===== config.mk =====
export PLATFORM = sky130hd
export DESIGN_NAME = pwm_reg_bank
export DESIGN_NICKNAME = d
export VERILOG_FILES = /design/src/rtl/pwm_reg_bank.sv
export SDC_FILE = /design/constraint.sdc
export NUM_CORES = 1
export LEC_CHECK = 0
export CELL_PAD_IN_SITES_DETAIL_PLACEMENT = 0
export CELL_PAD_IN_SITES_GLOBAL_PLACEMENT = 1
export CORE_UTILIZATION = 44
export CTS_CLUSTER_SIZE = 10
export DETAILED_ROUTE_END_ITERATION = 6
export GPL_ROUTABILITY_DRIVEN = 0
export MAX_ROUTING_LAYER = met4
export PLACE_DENSITY = 0.8
export SLEW_MARGIN = 20
export SYNTH_ARGS = -nofsm -noshare
export SYNTH_HDL_FRONTEND = slang
export SYNTH_SLANG_ARGS = --single-unit

===== constraint.sdc =====
create_clock -name clk -period 1.8 [get_ports clk]
set_clock_uncertainty 0.05 [all_clocks]
set_input_delay 0.36 -clock clk [delete_from_list [all_inputs] [get_ports clk]]
set_output_delay 0.36 -clock clk [all_outputs]
set_load 0.01 [all_outputs]

===== src/rtl/pwm_reg_bank.sv =====
// pwm_reg_bank: toggle-handshake register bank feeding a two-channel 8-bit PWM.
// Optional period-boundary duty shadowing is enabled by defining PWM_SHADOW_EN.
module pwm_reg_bank #(
  parameter int         PRESCALE = 4,
  parameter logic [7:0] ID_VALUE = 8'h96
) (
  input  logic       clk,
  input  logic       rst_n,
  input  logic       wr_tgl,
  input  logic [1:0] wr_addr,
  input  logic [7:0] wr_data,
  output logic       wr_ack,
  input  logic [1:0] rd_addr,
  output logic [7:0] rd_data,
  output logic [1:0] pwm_out
);

  localparam logic [7:0] PRE_LAST = 8'(PRESCALE - 1);

  logic       r_s1, r_s2, r_s3;
  logic       w_wr_stb;
  logic [7:0] r_ctrl, r_duty0, r_duty1;
  logic [7:0] r_pre, r_cnt;
  logic       w_tick, w_wrap;
  logic [7:0] w_act0, w_act1;
  logic [1:0] w_raw;

  // s3 doubles as the acknowledge toggle returned to the SCLK side.
  always_ff @(posedge clk or negedge rst_n) begin
    if (!rst_n) begin
      r_s1 <= 1'b0;
      r_s2 <= 1'b0;
      r_s3 <= 1'b0;
    end else begin
      r_s1 <= wr_tgl;
      r_s2 <= r_s1;
      r_s3 <= r_s2;
    end
  end

  assign w_wr_stb = r_s2 ^ r_s3;
  assign wr_ack   = r_s3;

  // Address/data are held stable by the SCLK side until the ack, so no sync.
  always_ff @(posedge clk or negedge rst_n) begin
    if (!rst_n) begin
      r_ctrl  <= 8'h00;
      r_duty0 <= 8'h00;
      r_duty1 <= 8'h00;
    end else if (w_wr_stb) begin
      case (wr_addr)
        2'd1:    r_ctrl  <= wr_data;
        2'd2:    r_duty0 <= wr_data;
        2'd3:    r_duty1 <= wr_data;
        default: ;
      endcase
    end
  end

  assign w_tick = (r_pre == PRE_LAST);
  assign w_wrap = w_tick && (r_cnt == 8'hFF);

  always_ff @(posedge clk or negedge rst_n) begin
    if (!rst_n) begin
      r_pre <= 8'h00;
      r_cnt <= 8'h00;
    end else begin
      r_pre <= w_tick ? 8'h00 : r_pre + 8'h01;
      if (w_tick) r_cnt <= r_cnt + 8'h01;
    end
  end

`ifdef PWM_SHADOW_EN
  logic [7:0] r_sh0, r_sh1;

  always_ff @(posedge clk or negedge rst_n) begin
    if (!rst_n) begin
      r_sh0 <= 8'h00;
      r_sh1 <= 8'h00;
    end else if (w_wrap) begin
      r_sh0 <= r_duty0;
      r_sh1 <= r_duty1;
    end
  end

  assign w_act0 = r_sh0;
  assign w_act1 = r_sh1;
`else
  logic w_unused_wrap;
  assign w_unused_wrap = w_wrap;
  assign w_act0 = r_duty0;
  assign w_act1 = r_duty1;
`endif

  assign w_raw[0] = r_ctrl[0] && (r_cnt < w_act0);
  assign w_raw[1] = r_ctrl[1] && (r_cnt < w_act1);

  // A disabled channel sits at its idle level, which is the polarity bit.
  assign pwm_out[0] = r_ctrl[0] ? (w_raw[0] ^ r_ctrl[2]) : r_ctrl[2];
  assign pwm_out[1] = r_ctrl[1] ? (w_raw[1] ^ r_ctrl[2]) : r_ctrl[2];

  always_comb begin
    rd_data = ID_VALUE;
    case (rd_addr)
      2'd1:    rd_data = r_ctrl;
      2'd2:    rd_data = r_duty0;
      2'd3:    rd_data = r_duty1;
      default: rd_data = ID_VALUE;
    endcase
  end

endmodule

Word level (Yosys, flattened, before mapping)
Cells that the tools add are included.

Bits of input ports: 15. Logic and storage cells: 31. Output and inout port bits: 11. Register bits: 43.

Bitwise operators: 3. $lt $le $gt $ge: 2. Multiplexer cells: 4. Reduce and logical (&&, ||, !) cells: 5. Equality and inequality tests: 7. $add $sub $neg: 2.

Operators with widths (count): $pmux 8 s3 (1); $add 8x1->8 const B (2); $lt 8x8->1 (2); $eq 2x2->1 const B (4); $eq 8x2->1 const B (1); $mux 8 (1); $reduce_and 2->1 (3); $eq 2x1->1 const B (2); $xor 1x1->1 (3); $logic_and 1x1->1 (2); $mux 1 (2).

Longest topological paths before layout
Word-level depth: 4. Depth in mapped cells: 6. Gate-level depth less buffers: 6.

Worst setup path after synthesis
No wires, ideal clock.

Path kind: register to output. Start point: reg r_cnt[1]. End point: out pwm_out[1]. Cell stages (with the launch flop): 5. Data arrival time: 1.384 ns. Data required time: 1.390 ns. Slack: 0.006 ns. Path through: dfrtp_1 -> ha_1 -> a2111oi_0 -> o311ai_1 -> xnor2_1.

Word-level cells in the longest chain between the ends: 4.

RTL lines: start, declared (line 23) `logic [7:0] r_pre, r_cnt;`; start signal, assigned (line 69) `if (w_tick) r_cnt <= r_cnt + 8'h01;`; $lt 8x8->1 (line 96) `assign w_raw[1] = r_ctrl[1] && (r_cnt < w_act1);`; $logic_and 1x1->1 (line 96); $xor 1x1->1 (line 100) `assign pwm_out[1] = r_ctrl[1] ? (w_raw[1] ^ r_ctrl[2]) : r_ctrl[2];`; $mux 1 (line 100); end, declared (line 15) `output logic [1:0] pwm_out`.

Every way passes these cells.

Worst setup path after layout
Start point: reg r_duty0[1]. End point: out pwm_out[0].

Word-level cells in the longest chain between the ends: 4.

RTL lines: start, declared (line 22) `logic [7:0] r_ctrl, r_duty0, r_duty1;`; start signal, assigned (line 53) `2'd2: r_duty0 <= wr_data;`; $lt 8x8->1 (line 95) `assign w_raw[0] = r_ctrl[0] && (r_cnt < w_act0);`; $logic_and 1x1->1 (line 95); $xor 1x1->1 (line 99) `assign pwm_out[0] = r_ctrl[0] ? (w_raw[0] ^ r_ctrl[2]) : r_ctrl[2];`; $mux 1 (line 99).

Every way passes these cells.

==> PnR_summary.wiki <==
{| class="wikitable"
! Metric !! Value
|-
| Antenna violation net count after detailed routing || 0
|-
| Mean routed wirelength per cell || 15.0 um
|-
| Final setup margin || -457 ps
|-
| Hold buffer count at CTS || 0
|-
| Synth top area share || 48.6%
|-
| Post-layout nets || 288
|-
| Via count of the first global-routing pass || 1744
|-
| Normalized max-slew margin || 55.1%
|-
| Core Area || 4790 um2
|-
| Maximum fanout count along the critical path || 2
|-
| Cell type group with the largest total delay on the critical path || compound AO/OA/AOI/OAI gates
|-
| Worst slew pin tran || 674 ps
|-
| Worst R2R Setup Slack || 180 ps
|-
| Power consumption || 2660 uW
|-
| Worst-case vdd ir drop || 579 uV
|-
| Post-synth net total || 218
|-
| Ratio of cells with drive above 1 in the final layout || 41.1%
|-
| Arrival time at the worst endpoint || 1850 ps
|-
| CTS sink count || 43
|-
| Number of optimization iterations in the first detailed-route pass || 4
|-
| Cell area after technology mapping || 2210 um2
|-
| Reg-to-Reg Start || wr_ack
|-
| Library cell contributing the largest single delay on the critical path || sky130_fd_sc_hd__dfrtp_1
|-
| Cell at the root of the clock tree || sky130_fd_sc_hd__clkbuf_8
|-
| Launching instance or port of the critical path || r_duty0[1]
|-
| Fmax || 443 MHz
|-
| Remaining DRCs || 0
|-
| DR vias/cell || 4.96
|-
| Global-route track usage on met1 || 26.2%
|-
| Final standard cell area without fillers || 3010 um2
|-
| CTS clock-pin slew for the worst setup and hold paths || 80 ps
|-
| Reg-to-Reg End || r_duty0[3]
|-
| Worst-case hold slack || 36.9 ps
|-
| Combinational fraction of design power || 33.2%
|-
| Largest net degree at the start of global routing || 32
|-
| Global route overflow || 0
|-
| Cell internal power dissipation || 1860 uW
|-
| Number of H-tree levels || 2
|-
| Max Slew Vio Count || 0
|-
| Bufs on Longest Clock Path || 2
|-
| Violated checks || negative setup slack
|-
| Total Routed Length || 4860 um
|-
| Source-to-sink clock delay at the later pin of the worst-skew pair || 300 ps
|-
| R2r worst-path depth || 4
|-
| # Max-Cap Violations || 0
|-
| First DRT Iteration DRCs || 51
|-
| Input/output buffers || 25
|-
| Number of buffers and inverters on the critical path || 2
|-
| Sequential cell area fraction in the yosys report || 48.6%
|-
| Yosys top cell by area || sky130_fd_sc_hd__dfrtp_1
|-
| Sw Ratio || 29.9%
|-
| Type of the most critical hold path || input pin to asynchronous set/reset pin
|-
| Mapped Cells || 187
|-
| Initial antenna violation count || 0
|-
| Cell leakage power || 0.00144 uW
|-
| Total of warnings raised by yosys || 0
|-
| Area used by multi-input combinational logic || 1180 um2
|-
| Number of diodes || 0
|-
| Total half-perimeter wirelength after legalization and detailed placement || 3600 um
|-
| Area growth, synth to finish || 36.1%
|-
| Global routing's busiest layer || met2
|-
| Status || finished, violations left
|-
| Effective utilization at floorplan || 46.2%
|-
| Die Span X || 72.9 um
|-
| Io pins || 26
|-
| Register bit count reported by yosys || 43
|-
| Fraction of power consumed by the clock network || 22.3%
|-
| Distinct cell type count of the synthesized netlist || 31
|-
| TritonCTS buffer count || 5
|-
| Utilization after layout || 62.9%
|-
| First-pass GRT wire length || 8140 um
|-
| Final setup fails || 3
|-
| Delay of the slowest critical-path stage || 400 ps
|-
| Dominant cells by area after synthesis || sky130_fd_sc_hd__dfrtp_1, sky130_fd_sc_hd__mux2_2, sky130_fd_sc_hd__ha_1
|-
| Post-layout minimum cycle time || 2260 ps
|-
| Number of rows in the core area || 25
|-
| Total global routing track utilization || 21.3%
|-
| Overall via count from detail_route || 1612
|-
| PwrDens || 883 nW/um2
|-
| Average footprint of a synthesized cell || 11.8 um2
|-
| Filler cell count in the final layout || 366
|-
| Final Hold Vio Count || 0
|-
| Worst-path cell chain || inv_2 -> ha_4 -> a2111oi_4 -> o311ai_2 -> xnor2_1 -> buf_2
|-
| Classification of the worst setup path || flip-flop to output port
|-
| Placement Cell Area || 2790 um2
|-
| Relative contribution of sequential cells to total power || 44.6%
|-
| Met2 track demand over resource || 35.3%
|-
| Fraction of the cycle the final worst path needs || 125%
|-
| Met3 Use GR || 4.83%
|-
| Category of the worst setup path capture point || output port
|-
| Setup repair after global routing missed its margin || true
|-
| Critical Path Source Type || flip-flop
|-
| Switching power || 794 uW
|-
| Register area || 1080 um2
|-
| Data required time at the worst endpoint || 1390 ps
|-
| Die outline area || 5320 um2
|-
| TritonCTS clock tree || done
|-
| Vertical die dimension || 72.9 um
|}
-- per-stage QoR --
| stage | setup WS, ps | setup TNS [ps] | instances |
|---|---|---|---|
| 2_1_floorplan | 6.10 | 0 | 187 |
| 3_3_place_gp | -561 | -5300 | 310 |
| 3_5_place_dp | -662 | -5810 | 310 |
| 4_1_cts | -458 | -889 | 322 |
| 5_1_grt | -563 | -1260 | 325 |
| 6_report | -457 | -959 | 325 |
-- power groups by stage --
| stage | Clock, uW | Sequential, uW | Combinational (uW) |
|---|---|---|---|
| 2_1_floorplan | 0 | 1180 | 384 |
| 3_3_place_gp | 0 | 1190 | 751 |
| 3_5_place_dp | 0 | 1200 | 773 |
| 4_1_cts | 616 | 1180 | 800 |
| 5_1_grt | 659 | 1200 | 961 |
| 6_report | 592 | 1180 | 881 |
-- cells by family (layout without fill, tap and decap cells) --
kind of cell / after synthesis / in the layout / share of synthesized area [%]
compound gates: 21 / 21 / 6.56
xor+xnor: 16 / 16 / 6.34
buf+inv: 18 / 89 / 3.62
mux: 30 / 30 / 15.0
simple gates: 43 / 43 / 10.7
fa+ha+maj: 16 / 16 / 9.05
flops: 43 / 43 / 48.6
-- metal layers --
layer | up-vias | wire length (um)
met2 | 35 | 2400
met1 | 777 | 2230
met4 | 0 | 48
met3 | 5 | 189
li1 | 795 | -
met5 | - | 0
-- cells in the final DEF, fill, tap and decap left out, types with 4 or more instances in the layout --
master                             n
sky130_fd_sc_hd__nor2_1            8
sky130_fd_sc_hd__ha_1             12
sky130_fd_sc_hd__buf_2             8
sky130_fd_sc_hd__xnor2_1          13
sky130_fd_sc_hd__dfrtp_1          43
sky130_fd_sc_hd__a21oi_1           4
sky130_fd_sc_hd__clkbuf_8          5
sky130_fd_sc_hd__mux2_2           26
sky130_fd_sc_hd__ha_4              4
sky130_fd_sc_hd__nand4_1           6
sky130_fd_sc_hd__and3_1            6
sky130_fd_sc_hd__a22o_1            4
sky130_fd_sc_hd__clkdlybuf4s50_1  12
sky130_fd_sc_hd__inv_1            12
sky130_fd_sc_hd__mux2i_1           4
sky130_fd_sc_hd__buf_4            38
sky130_fd_sc_hd__nand2_1           5
-- synthesized netlist by cell type --
cell	count
sky130_fd_sc_hd__o311ai_1	2
sky130_fd_sc_hd__nand2b_1	3
sky130_fd_sc_hd__and3b_1	1
sky130_fd_sc_hd__and3_1	6
sky130_fd_sc_hd__nor2_1	9
sky130_fd_sc_hd__buf_2	1
sky130_fd_sc_hd__nand3_2	1
sky130_fd_sc_hd__xnor2_1	13
sky130_fd_sc_hd__buf_6	1
sky130_fd_sc_hd__mux2_2	26
sky130_fd_sc_hd__clkbuf_1	1
sky130_fd_sc_hd__xor2_1	3
sky130_fd_sc_hd__o21a_1	2
sky130_fd_sc_hd__dfrtp_1	43
sky130_fd_sc_hd__ha_1	16
sky130_fd_sc_hd__a2111oi_0	2
sky130_fd_sc_hd__nand2_1	7
sky130_fd_sc_hd__a21o_1	2
sky130_fd_sc_hd__nand3_1	3
sky130_fd_sc_hd__a21oi_1	4
sky130_fd_sc_hd__a22o_1	4
sky130_fd_sc_hd__nor4_1	1
sky130_fd_sc_hd__inv_1	14
sky130_fd_sc_hd__or2_2	1
sky130_fd_sc_hd__nor2_4	1
sky130_fd_sc_hd__nand4_1	6
sky130_fd_sc_hd__and3_2	1
sky130_fd_sc_hd__o21ai_0	5
sky130_fd_sc_hd__mux2i_1	4
sky130_fd_sc_hd__nor2b_1	3
sky130_fd_sc_hd__buf_4	1
-- repair_timing --
action	in CTS	in global routing
pin swaps	2	8
setup endpoints to repair	10	9
endpoints found under the hold margin	0	0
setup buffers	4	5
resized for setup	47	22
-- registers in the layout (all words and copies together) (netlist names) --
signal	count
r_ctrl	8
wr_ack	1
r_duty0	8
r_cnt	8
r_pre	8
r_s2	1
r_duty1	8
r_s1	1
-- worst max-delay path by stage --
stage | to | slack [ps] | depth (start not counted)
4_1_cts | pwm_out[0] | -460 | 7
5_1_grt | pwm_out[0] | -560 | 6
6_report | pwm_out[0] | -460 | 6
2_1_floorplan | pwm_out[1] | 6 | 4
3_5_place_dp | pwm_out[1] | -660 | 5
3_3_place_gp | pwm_out[0] | -560 | 6
-- area by class of cell --
cell class              instances  area share (%)
flip-flops and latches         43            35.7
clock inverters                 1           0.166
well taps                      67            2.78
clock buffers                   7            2.54
repair buffers                 67            17.7
multi-input cells             126            39.3
inverters                      14            1.75
-- worst reg2reg max path, stage by stage (launching register included) --
cell and delay (ps):
sky130_fd_sc_hd__dfrtp_1 390, sky130_fd_sc_hd__xor2_1 270, sky130_fd_sc_hd__nand2_1 150, sky130_fd_sc_hd__nor2_4 280, sky130_fd_sc_hd__mux2_2 380
(Power assumes the default switching activity.)
